File: src/rtl/pipe_hazard_ctrl_if.sv
// Control interface between the RV32I pipeline datapath (master) and the hazard control unit (slave).
// Define HAZARD_PERF_CNT_EN to add the performance counter outputs.
interface pipe_hazard_ctrl_if;
    logic [4:0]  id_rs1;
    logic [4:0]  id_rs2;
    logic        id_use_rs1;
    logic        id_use_rs2;
    logic        ex_memread;
    logic [4:0]  ex_rd;
    logic        ex_redirect;
    logic        mem_req;
    logic        mem_ready;
    logic        pc_en;
    logic        ifid_en;
    logic        ifid_clear;
    logic        idex_en;
    logic        idex_clear;
    logic        exmem_en;
    logic        memwb_en;
    logic        mem_err;
    logic [1:0]  state_o;
`ifdef HAZARD_PERF_CNT_EN
    logic [31:0] perf_stall;
    logic [31:0] perf_flush;
    logic [31:0] perf_memwait;
`endif

    modport master (
        output id_rs1, id_rs2, id_use_rs1, id_use_rs2, ex_memread, ex_rd,
               ex_redirect, mem_req, mem_ready,
        input  pc_en, ifid_en, ifid_clear, idex_en, idex_clear, exmem_en,
               memwb_en, mem_err, state_o
`ifdef HAZARD_PERF_CNT_EN
        , input perf_stall, perf_flush, perf_memwait
`endif
    );

    modport slave (
        input  id_rs1, id_rs2, id_use_rs1, id_use_rs2, ex_memread, ex_rd,
               ex_redirect, mem_req, mem_ready,
        output pc_en, ifid_en, ifid_clear, idex_en, idex_clear, exmem_en,
               memwb_en, mem_err, state_o
`ifdef HAZARD_PERF_CNT_EN
        , output perf_stall, perf_flush, perf_memwait
`endif
    );
endinterface

File: src/rtl/pipe_hazard_ctrl.sv
// Pipeline hazard control: start-up bubbles, load-use stall, EX redirect flush, data-memory freeze.
// Define HAZARD_PERF_CNT_EN to add 32-bit stall/flush/memwait performance counters.
module pipe_hazard_ctrl #(
    parameter int RESET_BUBBLES = 2,
    parameter int MEM_TIMEOUT   = 255
) (
    input logic               clk,
    input logic               rst,
    pipe_hazard_ctrl_if.slave bus
);
    typedef enum logic [1:0] {
        BOOT     = 2'd0,
        RUN      = 2'd1,
        MEM_WAIT = 2'd2
    } state_e;

    localparam logic [7:0] BUB_INIT = 8'(RESET_BUBBLES);
    localparam logic [7:0] WAIT_MAX = 8'(MEM_TIMEOUT);

    state_e     state_q, state_d;
    logic [7:0] bub_cnt_q, bub_cnt_d;
    logic [7:0] wait_cnt_q, wait_cnt_d;
    logic       mem_err_q, mem_err_d;

    logic load_use;
    logic mem_stall;
    logic boot;
    logic freeze;
    logic resolve;
    logic run_redirect;
    logic run_stall;

    logic pc_en, ifid_en, ifid_clear, idex_en, idex_clear, exmem_en, memwb_en;

    assign load_use = bus.ex_memread && (bus.ex_rd != 5'd0) &&
                      ((bus.id_use_rs1 && (bus.id_rs1 == bus.ex_rd)) ||
                       (bus.id_use_rs2 && (bus.id_rs2 == bus.ex_rd)));
    assign mem_stall = bus.mem_req && !bus.mem_ready;

    // resolve means the redirect / load-use / normal priority chain decides this cycle
    always_comb begin
        state_d    = state_q;
        bub_cnt_d  = bub_cnt_q;
        wait_cnt_d = wait_cnt_q;
        mem_err_d  = mem_err_q;
        boot       = 1'b0;
        freeze     = 1'b0;
        resolve    = 1'b0;
        case (state_q)
            BOOT: begin
                boot = 1'b1;
                if (bub_cnt_q != 8'd0) bub_cnt_d = bub_cnt_q - 8'd1;
                if (bub_cnt_q <= 8'd1) state_d = RUN;
            end
            RUN: begin
                if (mem_stall) begin
                    freeze     = 1'b1;
                    state_d    = MEM_WAIT;
                    wait_cnt_d = 8'd1;
                end else begin
                    resolve = 1'b1;
                end
            end
            MEM_WAIT: begin
                if (!bus.mem_ready) begin
                    freeze = 1'b1;
                    if (wait_cnt_q >= WAIT_MAX) begin
                        wait_cnt_d = WAIT_MAX;
                        mem_err_d  = 1'b1;
                    end else begin
                        wait_cnt_d = wait_cnt_q + 8'd1;
                    end
                end else begin
                    resolve    = 1'b1;
                    state_d    = RUN;
                    wait_cnt_d = 8'd0;
                end
            end
            default: begin
                state_d = RUN;
                if (mem_stall) freeze = 1'b1;
                else           resolve = 1'b1;
            end
        endcase
    end

    assign run_redirect = resolve && bus.ex_redirect;
    assign run_stall    = resolve && !bus.ex_redirect && load_use;

    always_comb begin
        pc_en      = 1'b1;
        ifid_en    = 1'b1;
        ifid_clear = 1'b0;
        idex_en    = 1'b1;
        idex_clear = 1'b0;
        exmem_en   = 1'b1;
        memwb_en   = 1'b1;
        if (rst || boot) begin
            pc_en      = 1'b0;
            ifid_clear = 1'b1;
            idex_clear = 1'b1;
        end else if (freeze) begin
            pc_en    = 1'b0;
            ifid_en  = 1'b0;
            idex_en  = 1'b0;
            exmem_en = 1'b0;
            memwb_en = 1'b0;
        end else if (run_redirect) begin
            ifid_clear = 1'b1;
            idex_clear = 1'b1;
        end else if (run_stall) begin
            pc_en      = 1'b0;
            ifid_en    = 1'b0;
            idex_clear = 1'b1;
        end
    end

`ifdef HAZARD_PERF_CNT_EN
    logic [31:0] perf_stall_q, perf_stall_d;
    logic [31:0] perf_flush_q, perf_flush_d;
    logic [31:0] perf_memwait_q, perf_memwait_d;

    always_comb begin
        perf_stall_d   = perf_stall_q + {31'd0, run_stall};
        perf_flush_d   = perf_flush_q + {31'd0, run_redirect};
        perf_memwait_d = perf_memwait_q + {31'd0, freeze};
    end

    always_ff @(posedge clk) begin
        if (rst) begin
            perf_stall_q   <= 32'd0;
            perf_flush_q   <= 32'd0;
            perf_memwait_q <= 32'd0;
        end else begin
            perf_stall_q   <= perf_stall_d;
            perf_flush_q   <= perf_flush_d;
            perf_memwait_q <= perf_memwait_d;
        end
    end

    assign bus.perf_stall   = perf_stall_q;
    assign bus.perf_flush   = perf_flush_q;
    assign bus.perf_memwait = perf_memwait_q;
`endif

    // With zero start-up bubbles, reset lands directly in RUN
    always_ff @(posedge clk) begin
        if (rst) begin
            state_q    <= (RESET_BUBBLES == 0) ? RUN : BOOT;
            bub_cnt_q  <= BUB_INIT;
            wait_cnt_q <= 8'd0;
            mem_err_q  <= 1'b0;
        end else begin
            state_q    <= state_d;
            bub_cnt_q  <= bub_cnt_d;
            wait_cnt_q <= wait_cnt_d;
            mem_err_q  <= mem_err_d;
        end
    end

    assign bus.pc_en      = pc_en;
    assign bus.ifid_en    = ifid_en;
    assign bus.ifid_clear = ifid_clear;
    assign bus.idex_en    = idex_en;
    assign bus.idex_clear = idex_clear;
    assign bus.exmem_en   = exmem_en;
    assign bus.memwb_en   = memwb_en;
    assign bus.mem_err    = mem_err_q;
    assign bus.state_o    = state_q;
endmodule

File: src/flat_wrapper.sv
// flat-port wrapper written by rule: the top's interface ports become plain ports
module pipe_hazard_ctrl_flat 
#(
    parameter int RESET_BUBBLES = 2,
    parameter int MEM_TIMEOUT   = 255
)
  (clk, rst, bus_id_rs1, bus_id_rs2, bus_id_use_rs1, bus_id_use_rs2, bus_ex_memread, bus_ex_rd, bus_ex_redirect, bus_mem_req, bus_mem_ready, bus_pc_en, bus_ifid_en, bus_ifid_clear, bus_idex_en, bus_idex_clear, bus_exmem_en, bus_memwb_en, bus_mem_err, bus_state_o);
  pipe_hazard_ctrl_if bus_i ();
  input logic clk;
  input logic rst;
  input wire logic [$bits(bus_i.id_rs1)-1:0] bus_id_rs1;
  input wire logic [$bits(bus_i.id_rs2)-1:0] bus_id_rs2;
  input wire logic [$bits(bus_i.id_use_rs1)-1:0] bus_id_use_rs1;
  input wire logic [$bits(bus_i.id_use_rs2)-1:0] bus_id_use_rs2;
  input wire logic [$bits(bus_i.ex_memread)-1:0] bus_ex_memread;
  input wire logic [$bits(bus_i.ex_rd)-1:0] bus_ex_rd;
  input wire logic [$bits(bus_i.ex_redirect)-1:0] bus_ex_redirect;
  input wire logic [$bits(bus_i.mem_req)-1:0] bus_mem_req;
  input wire logic [$bits(bus_i.mem_ready)-1:0] bus_mem_ready;
  output wire logic [$bits(bus_i.pc_en)-1:0] bus_pc_en;
  output wire logic [$bits(bus_i.ifid_en)-1:0] bus_ifid_en;
  output wire logic [$bits(bus_i.ifid_clear)-1:0] bus_ifid_clear;
  output wire logic [$bits(bus_i.idex_en)-1:0] bus_idex_en;
  output wire logic [$bits(bus_i.idex_clear)-1:0] bus_idex_clear;
  output wire logic [$bits(bus_i.exmem_en)-1:0] bus_exmem_en;
  output wire logic [$bits(bus_i.memwb_en)-1:0] bus_memwb_en;
  output wire logic [$bits(bus_i.mem_err)-1:0] bus_mem_err;
  output wire logic [$bits(bus_i.state_o)-1:0] bus_state_o;
  assign bus_i.id_rs1 = bus_id_rs1;
  assign bus_i.id_rs2 = bus_id_rs2;
  assign bus_i.id_use_rs1 = bus_id_use_rs1;
  assign bus_i.id_use_rs2 = bus_id_use_rs2;
  assign bus_i.ex_memread = bus_ex_memread;
  assign bus_i.ex_rd = bus_ex_rd;
  assign bus_i.ex_redirect = bus_ex_redirect;
  assign bus_i.mem_req = bus_mem_req;
  assign bus_i.mem_ready = bus_mem_ready;
  assign bus_pc_en = bus_i.pc_en;
  assign bus_ifid_en = bus_i.ifid_en;
  assign bus_ifid_clear = bus_i.ifid_clear;
  assign bus_idex_en = bus_i.idex_en;
  assign bus_idex_clear = bus_i.idex_clear;
  assign bus_exmem_en = bus_i.exmem_en;
  assign bus_memwb_en = bus_i.memwb_en;
  assign bus_mem_err = bus_i.mem_err;
  assign bus_state_o = bus_i.state_o;
  pipe_hazard_ctrl #(.RESET_BUBBLES(RESET_BUBBLES), .MEM_TIMEOUT(MEM_TIMEOUT)) u_core (.clk(clk), .rst(rst), .bus(bus_i));
endmodule
File: config.mk
export PLATFORM = sky130hd
export DESIGN_NAME = pipe_hazard_ctrl_flat
export DESIGN_NICKNAME = d
export VERILOG_FILES = /design/src/rtl/pipe_hazard_ctrl_if.sv /design/src/rtl/pipe_hazard_ctrl.sv /design/src/flat_wrapper.sv
export SDC_FILE = /design/constraint.sdc
export NUM_CORES = 1
export LEC_CHECK = 0
export ABC_AREA = 1
export BUFFER_PORTS_ARGS = -buffer_cell sky130_fd_sc_hd__buf_2
export CORE_MARGIN = 2
export CORE_UTILIZATION = 40
export CTS_CLUSTER_DIAMETER = 100
export DETAILED_ROUTE_END_ITERATION = 7
export PLACE_DENSITY = 0.7
export SLEW_MARGIN = 20
export SYNTH_ARGS = -nofsm -noshare
export SYNTH_HDL_FRONTEND = slang
export SYNTH_SLANG_ARGS = --single-unit
export TNS_END_PERCENT = 100
File: constraint.sdc
create_clock -name clk -period 2.36 [get_ports clk]
set_input_delay 0.472 -clock clk [delete_from_list [all_inputs] [get_ports clk]]
set_output_delay 0.472 -clock clk [all_outputs]
set_load 0.01 [all_outputs]
# Word-level counts from Yosys, hierarchy flattened
# Index checks and enable logic that the tools add are counted.
[op_classes]
bitwise_logic = 1
reduce_logical = 20
magnitude_cmp = 2
mux = 29
n_addsub = 2
n_eq_ne = 7
[op_table]
columns = ["op", "n"]
rows = [
  ["$mux W8", 3],
  ["$mux W1", 19],
  ["$pmux W8 S2", 1],
  ["$eq A5 B5 Y1", 2],
  ["$add A8 B1 Y8 const B", 1],
  ["$ge A8 B8 Y1 const B", 1],
  ["$le A8 B1 Y1 const B", 1],
  ["$logic_and A1 B1 Y1", 8],
  ["$reduce_bool A8 Y1", 1],
  ["$sub A8 B1 Y8 const B", 1],
  ["$mux W2", 3],
  ["$pmux W2 S3", 1],
  ["$reduce_and A3 Y1", 2],
  ["$reduce_bool A5 Y1", 1],
  ["$ne A2 B1 Y1 const B", 2],
  ["$pmux W1 S2", 2],
  ["$reduce_and A2 Y1", 2],
  ["$eq A2 B1 Y1 const B", 1],
  ["$eq A2 B2 Y1 const B", 1],
  ["$logic_not A1 Y1", 2],
  ["$logic_not A2 Y1", 1],
  ["$logic_or A1 B1 Y1", 2],
  ["$ne A2 B2 Y1 const B", 1],
  ["$reduce_bool A2 Y1", 1],
  ["$not A1 Y1", 1],
]
[word_totals]
output_inout_bits = 10
word_cells = 65
inputBits = 23
ff_bits = 19

# Depth between registers and ports, before layout
# Gate-level depths: netlist (run 1).
[logic_depth]
word_depth = 10
mapped_depth = 9
mapped_depth_nobuf = 9

# Least setup slack after synthesis (run 1)
# No wires, ideal clock.
[synth_path]
path_kind = "input port to output port"
start = "in bus_ex_rd[3]"
end = "out bus_pc_en"
path_stages = 7
slack_ns = 0.799
t_required_ns = 1.888
path_buffers = 0
arrival_ns = 1.089
cell_sequence = "inv_1 -> nand3_1 -> nor3_1 -> nor2_1 -> nand2_1 -> nand2_1 -> nor2_1"
[synth_via]
elab_chain_cells = 9
elab_cells_between_ends = 13
cone_classes = "2 x eq/ne; 4 x mux; 7 x reduce/logical"
[synth_lines]
columns = ["item", "line_no", "source"]
rows = [
  ["start, declared", "flat_wrapper.sv:16", "input wire logic [$bits(bus_i.ex_rd)-1:0] bus_ex_rd;"],
  ["$eq A5 B5 Y1 (on tied branches)", "pipe_hazard_ctrl.sv:36, pipe_hazard_ctrl.sv:37", ""],
  ["$logic_and A1 B1 Y1 (on tied branches)", "pipe_hazard_ctrl.sv:36, pipe_hazard_ctrl.sv:37", ""],
  ["$logic_or A1 B1 Y1", "pipe_hazard_ctrl.sv:36", "((bus.id_use_rs1 && (bus.id_rs1 == bus.ex_rd)) ||"],
  ["$logic_and A1 B1 Y1 (*)", "pipe_hazard_ctrl.sv:35", "assign load_use = bus.ex_memread && (bus.ex_rd != 5'd0) &&"],
  ["$logic_and A1 B1 Y1 (*)", "pipe_hazard_ctrl.sv:88", "assign run_stall = resolve && !bus.ex_redirect && load_use;"],
  ["$mux W1 (*)", "pipe_hazard_ctrl.sv:111", "end else if (run_stall) begin"],
  ["$mux W1 (*)", "pipe_hazard_ctrl.sv:108", "end else if (run_redirect) begin"],
  ["$mux W1 (*)", "pipe_hazard_ctrl.sv:102", "end else if (freeze) begin"],
  ["$mux W1 (*)", "pipe_hazard_ctrl.sv:98", "if (rst || boot) begin"],
  ["end, declared", "flat_wrapper.sv:20", "output wire logic [$bits(bus_i.pc_en)-1:0] bus_pc_en;"],
]
# Mark *: on every way between the ends. The rest lies on a longest branch, timed or not.

# Worst setup path after layout (run 1)
[layout_path]
start = "reg u_core.state_q[0], in the netlist u_core.bus.state_o[0]"
end = "out bus_idex_clear"
[layout_via]
elab_chain_cells = 8
elab_cells_between_ends = 13
cone_classes = "1 x eq/ne; 7 x mux; 5 x reduce/logical"
[layout_lines]
columns = ["item", "line_no", "source"]
rows = [
  ["start, declared", "pipe_hazard_ctrl.sv:20", "state_e state_q, state_d;"],
  ["start signal, assigned", "pipe_hazard_ctrl.sv:149", "state_q <= (RESET_BUBBLES == 0) ? RUN : BOOT;"],
  ["start signal, assigned", "pipe_hazard_ctrl.sv:154", "state_q <= state_d;"],
  ["$eq A2 B2 Y1 / $logic_not A2 Y1 (equally long branches)", "pipe_hazard_ctrl.sv:49", "case (state_q)"],
  ["$pmux W1 S2", "pipe_hazard_ctrl.sv:49", ""],
  ["$logic_and A1 B1 Y1 (2 in series)", "pipe_hazard_ctrl.sv:88", ""],
  ["$mux W1", "pipe_hazard_ctrl.sv:111", ""],
  ["$mux W1", "pipe_hazard_ctrl.sv:108", ""],
  ["$mux W1", "pipe_hazard_ctrl.sv:102", ""],
  ["$mux W1 (*)", "pipe_hazard_ctrl.sv:98", ""],
  ["end, declared", "flat_wrapper.sv:24", "output wire logic [$bits(bus_i.idex_clear)-1:0] bus_idex_clear;"],
]
# Marks and branches as above.

==> results.md, run 1 <==
- DRC viols: 0
- Most used flip-flop cell after synthesis: dfxtp_1
- Slowest-stage cell, CP: dfxtp_1
- CTS tree: built
- Crit path time final: 2.00 ns
- Crit Path Class: flip-flop to primary output
- Outcome: finished clean
- Post-synthesis cell type count: 24
- Post CTS Setup Buffer Count: 0
- Placed cells: 314
- Nets: 300
- HPWL after detailed placement: 2450 um
- Tot Pwr: around 1.3 mW
- MaxCap Viol Count: 0
- Mapped cell area: 1410 sq um
- Core area: 3360 sq um
- First DRT Iteration DRCs: 46
- Vias: around 1.5k
- Final worst path period share: 0.846
- Synth Net Count: 265
- Req. time, crit path: 1.89 ns
- Register bit count reported by yosys: 19
- Hold endpoint: u_core.bus.mem_err$_SDFFE_PP0P_
- FFs w/ async S/R, synth: 0
- Reg2Reg Setup Slack: 1.03 ns
- Vias in the first global route: 1333
- Design Area, Final: around 1600 sq um
- Filler cell count: 387
- Largest net degree at the start of global routing: 14
- FF/Latch Area: 380 sq um
- Worst setup EP type: primary output
- Ant diodes: 0
- Worst-skew pair later-pin latency: approximately 0.30 ns
- Top cell type's share of synthesized area: 0.270
- FMAX: 0.501 GHz
- RR Startpoint: u_core.wait_cnt_q[0]$_SDFFE_PP0P_
- First-pass GRT wire length: 5640 um
- Placed cell area: around 1600 sq um
- Width of the die: 63.4 um
- Largest area contributor in the netlist: dfxtp_1
- Placer Congestion: 0.833
- IO buf count: 32
- Slew at the pin closest to its max-slew limit: 0.304 ns
- Worst vdd ir: 639 uV
- Sequential element share of the synthesized area: 0.270
- GR Overflow Total: 0
- Cells after Synth: roughly 240
- Mean Syn Cell Area: approximately 6 sq um
- Routed vias/inst: between 4 and 5
- Non-filler instance count after layout: 318
- CTS Sinks: 19
- CP startpoint kind: flip-flop
- Layout area overhead: 16.6%
- Critical path cell sequence: inv_2 -> nand2_1 -> inv_1 -> nor2_2 -> inv_1 -> a21oi_1 -> nand2_1 -> buf_2
- GRT Util Overall: 0.173
- Slew headroom: 0.797
- Reg2reg end: u_core.wait_cnt_q[3]$_SDFFE_PP0P_
- Hold Path Depth: 2
- Leak Pwr: 0.897 nW
- Post-synth EDFFs: 0
- RSZ-0062 raised after global routing: false
- Initial antenna violation count: 0
- WL/cell: slightly below 10 um
- Pwr/cell area: 815 nW/um^2
- Pre-Repair DR Iteration Count: 4
- Hold Vio Cnt, Final: 0
- IO Pins: 33
- CP max FO: 3
- Hold WS: 0.461 ns
- CP peak stage delay: just under 0.4 ns
- PostCTS Resize Cnt: 0
- Post-cts hold buffer count: 0
- Clock transition at path regs: 0.12 ns
- HP Start: u_core.bus.mem_err$_SDFFE_PP0P_
- Yosys warnings: 0
- Top cells by count, synth: nand2_1 (79), inv_1 (41), nor2_1 (21), dfxtp_1 (19), a21oi_1 (15)
- Clk root buf: clkbuf_4
- Die area: ~4000 sq um
- Initial core utilization: 0.419
- Setup TNS: 0 ns
- Multi-input gate area: 835 sq um
- ANT nets after route: 0
- Die H: ~63 um
- Worst Path Arrival: 1.52 ns
- Min-Delay Path Class: flip-flop to flip-flop
- TritonCTS Buffers: 3
- H-tree levels: 1
- Clk buf depth: 2
- Layout cells sized above 1: 0.210
- Final Setup Violations: 0
- Setup Skew: 0.0117 ns
- Reg2Reg Depth: 9
- Most numerous cell in the Yosys netlist: nand2_1
- Total wire length: 3120 um
- Pins Over Slew Limit: 0
- Row cnt: 21
- Synth area leaders: dfxtp_1 (27%), nand2_1 (21%), inv_1 (11%)
## cells in the final DEF, fill, tap and decap left out, types with 2 or more instances in the layout
| cell type | count |
|---|---|
| nand2_1 | 79 |
| inv_1 | 41 |
| buf_2 | 32 |
| nor2_1 | 21 |
| dfxtp_1 | 19 |
| a21oi_1 | 15 |
| nand3_1 | 14 |
| o21ai_0 | 7 |
| inv_2 | 6 |
| xor2_1 | 4 |
| nand2_2 | 4 |
| ha_1 | 4 |
| nand4_1 | 3 |
| nor2_2 | 3 |
| o211ai_1 | 3 |
| clkbuf_4 | 3 |
| nor3_1 | 2 |
| o21ai_1 | 2 |
| nand2_4 | 2 |
| nor2_4 | 2 |
## cell families (layout without fill, tap and decap cells)
kind of cell,count (synthesis),count (layout),share of synthesized area
AND/OR/NAND/NOR,132,132,0.419
buffers and inverters,50,84,0.138
AO/OA/AOI/OAI,29,29,0.113
flip-flops,19,19,0.270
adder cells (fa/ha/maj),4,4,0.0355
XOR/XNOR,4,4,0.0248
## through the flow
step	worst slack [ns]	util
finish	0.363	0.489
global route	0.173	0.489
CTS	0.328	0.489
detailed placement	0.559	0.481
global placement	0.559	0.481
floorplan	0.799	-
## worst max-delay path by stage
stage                                        from             end  cells after the start
6_report       u_core.bus.state_o[0]$_SDFFE_PP0P_  bus_idex_clear                      8
5_1_grt        u_core.bus.state_o[0]$_SDFFE_PP0P_  bus_idex_clear                      8
4_1_cts        u_core.bus.state_o[0]$_SDFFE_PP0P_  bus_idex_clear                      8
3_5_place_dp                         bus_ex_rd[2]       bus_pc_en                      9
3_3_place_gp                         bus_ex_rd[2]       bus_pc_en                      9
2_1_floorplan                        bus_ex_rd[3]       bus_pc_en                      7
## registers in the layout (all words and copies together), names as in the netlist
name and cells:
u_core.wait_cnt_q 8, u_core.bub_cnt_q 8, u_core.bus.mem_err 1, u_core.bus.state_o 2
## layer usage
layer | up-vias | wire length (um) | track usage
li1 | 798 | - | -
met1 | 625 | 1520 | 0.217
met2 | 41 | 1380 | 0.300
met3 | 4 | 183 | 0.0286
met4 | 0 | 34 | 0.0571
met5 | - | 0 | 0
## critical path: cells and delay by family, from the launching register on
family	cells	cell delay, ns
DFF	1	0.39
buffers and inverters	4	0.37
and+or+nand+nor	3	0.30
AOI/OAI and AO/OA	1	0.15
## area by class of cell
cell class | count | area share
multi-input combinational | 169 | 0.508
sequential | 19 | 0.231
inverter | 47 | 0.107
timing repair buffer | 33 | 0.102
tap | 46 | 0.0350
clock buffer | 3 | 0.0137
clock inverter | 1 | 0.00304
## power by group
part / internal [mW] / leakage, nW / switching (mW)
Sequential: 0.398 / 0.155 / 0.0641
Combinational: 0.257 / 0.725 / 0.450
Clock: 0.0632 / 0.0177 / 0.107
Total: 0.718 / 0.897 / 0.622
Power figures use the tool's default switching activity.
==> inputs of run 2 (changes only) <==
==> constraint.sdc (replaced) <==
create_clock -name clk -period 1.9 [get_ports clk]
set_input_delay 0.38 -clock clk [delete_from_list [all_inputs] [get_ports clk]]
set_output_delay 0.38 -clock clk [all_outputs]
set_load 0.01 [all_outputs]
==> results.md, run 2 (synthesis results as in run 1) <==
- Leak Pwr: 0.910 nW (was 0.897 nW)
- ANT nets after route: 0 (unchanged)
- Hold Vio Cnt, Final: 0 (unchanged)
- GR Overflow Total: 0 (unchanged)
- Worst vdd ir: 705 uV (was 639 uV)
- Most frequent cells in the layout: nand2_1 (78), inv_1 (40), buf_2 (32) (was nand2_1 (79), inv_1 (41), buf_2 (32))
- Layout area overhead: 19.4% (was 16.6%)
- Slew at the pin closest to its max-slew limit: 0.298 ns (was 0.304 ns)
- Clk buf depth: 2 (unchanged)
- First DRT Iteration DRCs: 41 (was 46)
- Total wire length: 3180 um (was 3120 um)
- Sequential share of power: 0.335 (was 0.345)
- Design Area, Final: 1680 sq um (was 1640 sq um)
- Req. time, crit path: 1.52 ns (was 1.89 ns)
- Sw Share: 0.463 (was 0.464)
- TritonCTS Buffers: 3 (unchanged)
- Pre-Repair DR Iteration Count: 4 (unchanged)
- Clock transition at path regs: 0.11 ns (was 0.12 ns)
- Post-cts hold buffer count: 0 (unchanged)
- Nets: 302 (was 300)
- GRT Util Overall: 0.178 (was 0.173)
- NetSw: 793 uW (was 622 uW)
- Final setup margin: 0.122 ns (was 0.363 ns)
- Largest net degree at the start of global routing: 14 (unchanged)
- WL met3: 216 um (was 183 um)
- Slew headroom: 0.801 (was 0.797)
- Vias in the first global route: 1402 (was 1333)
- Worst-skew pair later-pin latency: 0.31 ns (was 0.30 ns)
- Min-Delay Path Class: primary input to flip-flop (was flip-flop to flip-flop)
- Pwr/cell area: 1020 nW/um^2 (was 815 nW/um^2)
- Routed vias/inst: 4.64 (was 4.62)
- Placer Congestion: 0.833 (about the same)
- Die H: 63.4 um (unchanged)
- CP startpoint kind: flip-flop (unchanged)
- CTS tree: built (unchanged)
- Logic pwr share: 0.540 (was 0.528)
- Outcome: finished clean (unchanged)
- IO buf count: 32 (unchanged)
- Setup TNS: 0 ns (unchanged)
- Metal-1 WL: 1470 um (was 1520 um)
- Int Pwr: 918 uW (was 718 uW)
- RSZ-0062 raised after global routing: true (was false)
- Crit path time final: 1.78 ns
- First-pass GRT wire length: 5730 um (was 5640 um)
- CTS Sinks: 19 (unchanged)
- Clk root buf: clkbuf_4 (unchanged)
- Die area: 4020 sq um (unchanged)
- DP Worst Slack: 0.275 ns (was 0.559 ns)
- Worst Path Arrival: 1.40 ns (was 1.52 ns)
- Filler cell count: 375 (was 387)
- Pins Over Slew Limit: 0 (unchanged)
- DRC viols: 0 (unchanged)
- CP max FO: 3 (unchanged)
- Initial antenna violation count: 0 (unchanged)
- Tot Pwr: 1.71 mW (was 1.34 mW)
- Met2 WL: 1430 um (was 1380 um)
- Row cnt: 21 (unchanged)
- Layout cells sized above 1: 0.237 (was 0.210)
- Core area: 3360 sq um (unchanged)
- HPWL after detailed placement: 2430 um (was 2450 um)
- Top sig layer: met4 (unchanged)
- Final worst path period share: 0.936
- Initial core utilization: 0.419 (unchanged)
- Crit Path Class: flip-flop to primary output (unchanged)
- FMAX: 0.563 GHz
- WL/cell: 9.95 um (was 9.82 um)
- Worst setup EP type: primary output (unchanged)
- Final Setup Violations: 0 (unchanged)
- Ant diodes: 0 (unchanged)
- Final Util: 0.501 (was 0.489)
- Width of the die: 63.4 um (unchanged)
- Placed cell area: 1620 sq um (unchanged)
- Setup Skew: 0.00121 ns (was 0.0117 ns)
- Most common cell after layout, fill and taps aside: nand2_1 (unchanged)
- Clk network pwr share: 0.125 (was 0.127)
- MaxCap Viol Count: 0 (unchanged)
- IO Pins: 33 (unchanged)
- H-tree levels: 1 (unchanged)
- Vias: 1485 (was 1468)
## run 2: per-stage QoR
stage          hold WS, ns  cells
3_5_place_dp         0.443    314
2_1_floorplan        0.449    238
6_report             0.395    320
5_1_grt              0.397    320
3_3_place_gp         0.440    314
4_1_cts              0.380    318
## run 2: final cells by class
cell class,count,area (sq um),area share
well taps,46,57.6,0.0342
inverters,47,176,0.105
multi-input cells,169,857,0.509
clock inverters,1,5.00,0.00297
repair buffers,35,183,0.108
clock buffers,3,22.5,0.0134
flip-flops and latches,19,383,0.227
## run 2: worst paths after layout
path	from	endpoint	slack, ns	cells after the start
max reg2reg	u_core.wait_cnt_q[0]$_SDFFE_PP0P_	u_core.wait_cnt_q[7]$_SDFFE_PP0P_	0.58	9
max	u_core.bus.state_o[1]$_SDFFE_PP0P_	bus_idex_clear	0.12	8
min	bus_mem_ready	u_core.wait_cnt_q[0]$_SDFFE_PP0P_	0.39	4
min reg2reg	u_core.bus.mem_err$_SDFFE_PP0P_	u_core.bus.mem_err$_SDFFE_PP0P_	0.46	2
## run 2: timing repair
action | 4_1_cts | 5_1_grt
endpoints found under the setup margin | 3 | 4
buffers inserted | 0 | 2
gates resized for setup | 4 | 4
pin swaps | 0 | 1
hold endpoints to repair | 0 | 0
## run 2: routing by layer
| metal | vias up | track usage |
|---|---|---|
| met5 | - | 0 |
| met4 | 0 | 0.0842 |
| met3 | 7 | 0.0304 |
| met2 | 44 | 0.309 |
| met1 | 633 | 0.212 |
| li1 | 801 | - |
## run 2: worst max-delay path, cell delays in order, from the launching register on
cell	delay, ns
dfxtp_2	0.36
inv_1	0.06
nand2_2	0.08
inv_2	0.07
nor2_4	0.13
inv_1	0.08
a21oi_2	0.12
nand2_1	0.06
buf_2	0.13
## run 2: power groups by stage
stage / sequential (mW) / clock (mW) / combinational [mW]
global route: 0.589 / 0.246 / 1.08
global placement: 0.579 / 0 / 0.870
finish: 0.573 / 0.214 / 0.924
detailed placement: 0.581 / 0 / 0.882
floorplan: 0.570 / 0 / 0.687
CTS: 0.574 / 0.227 / 0.895
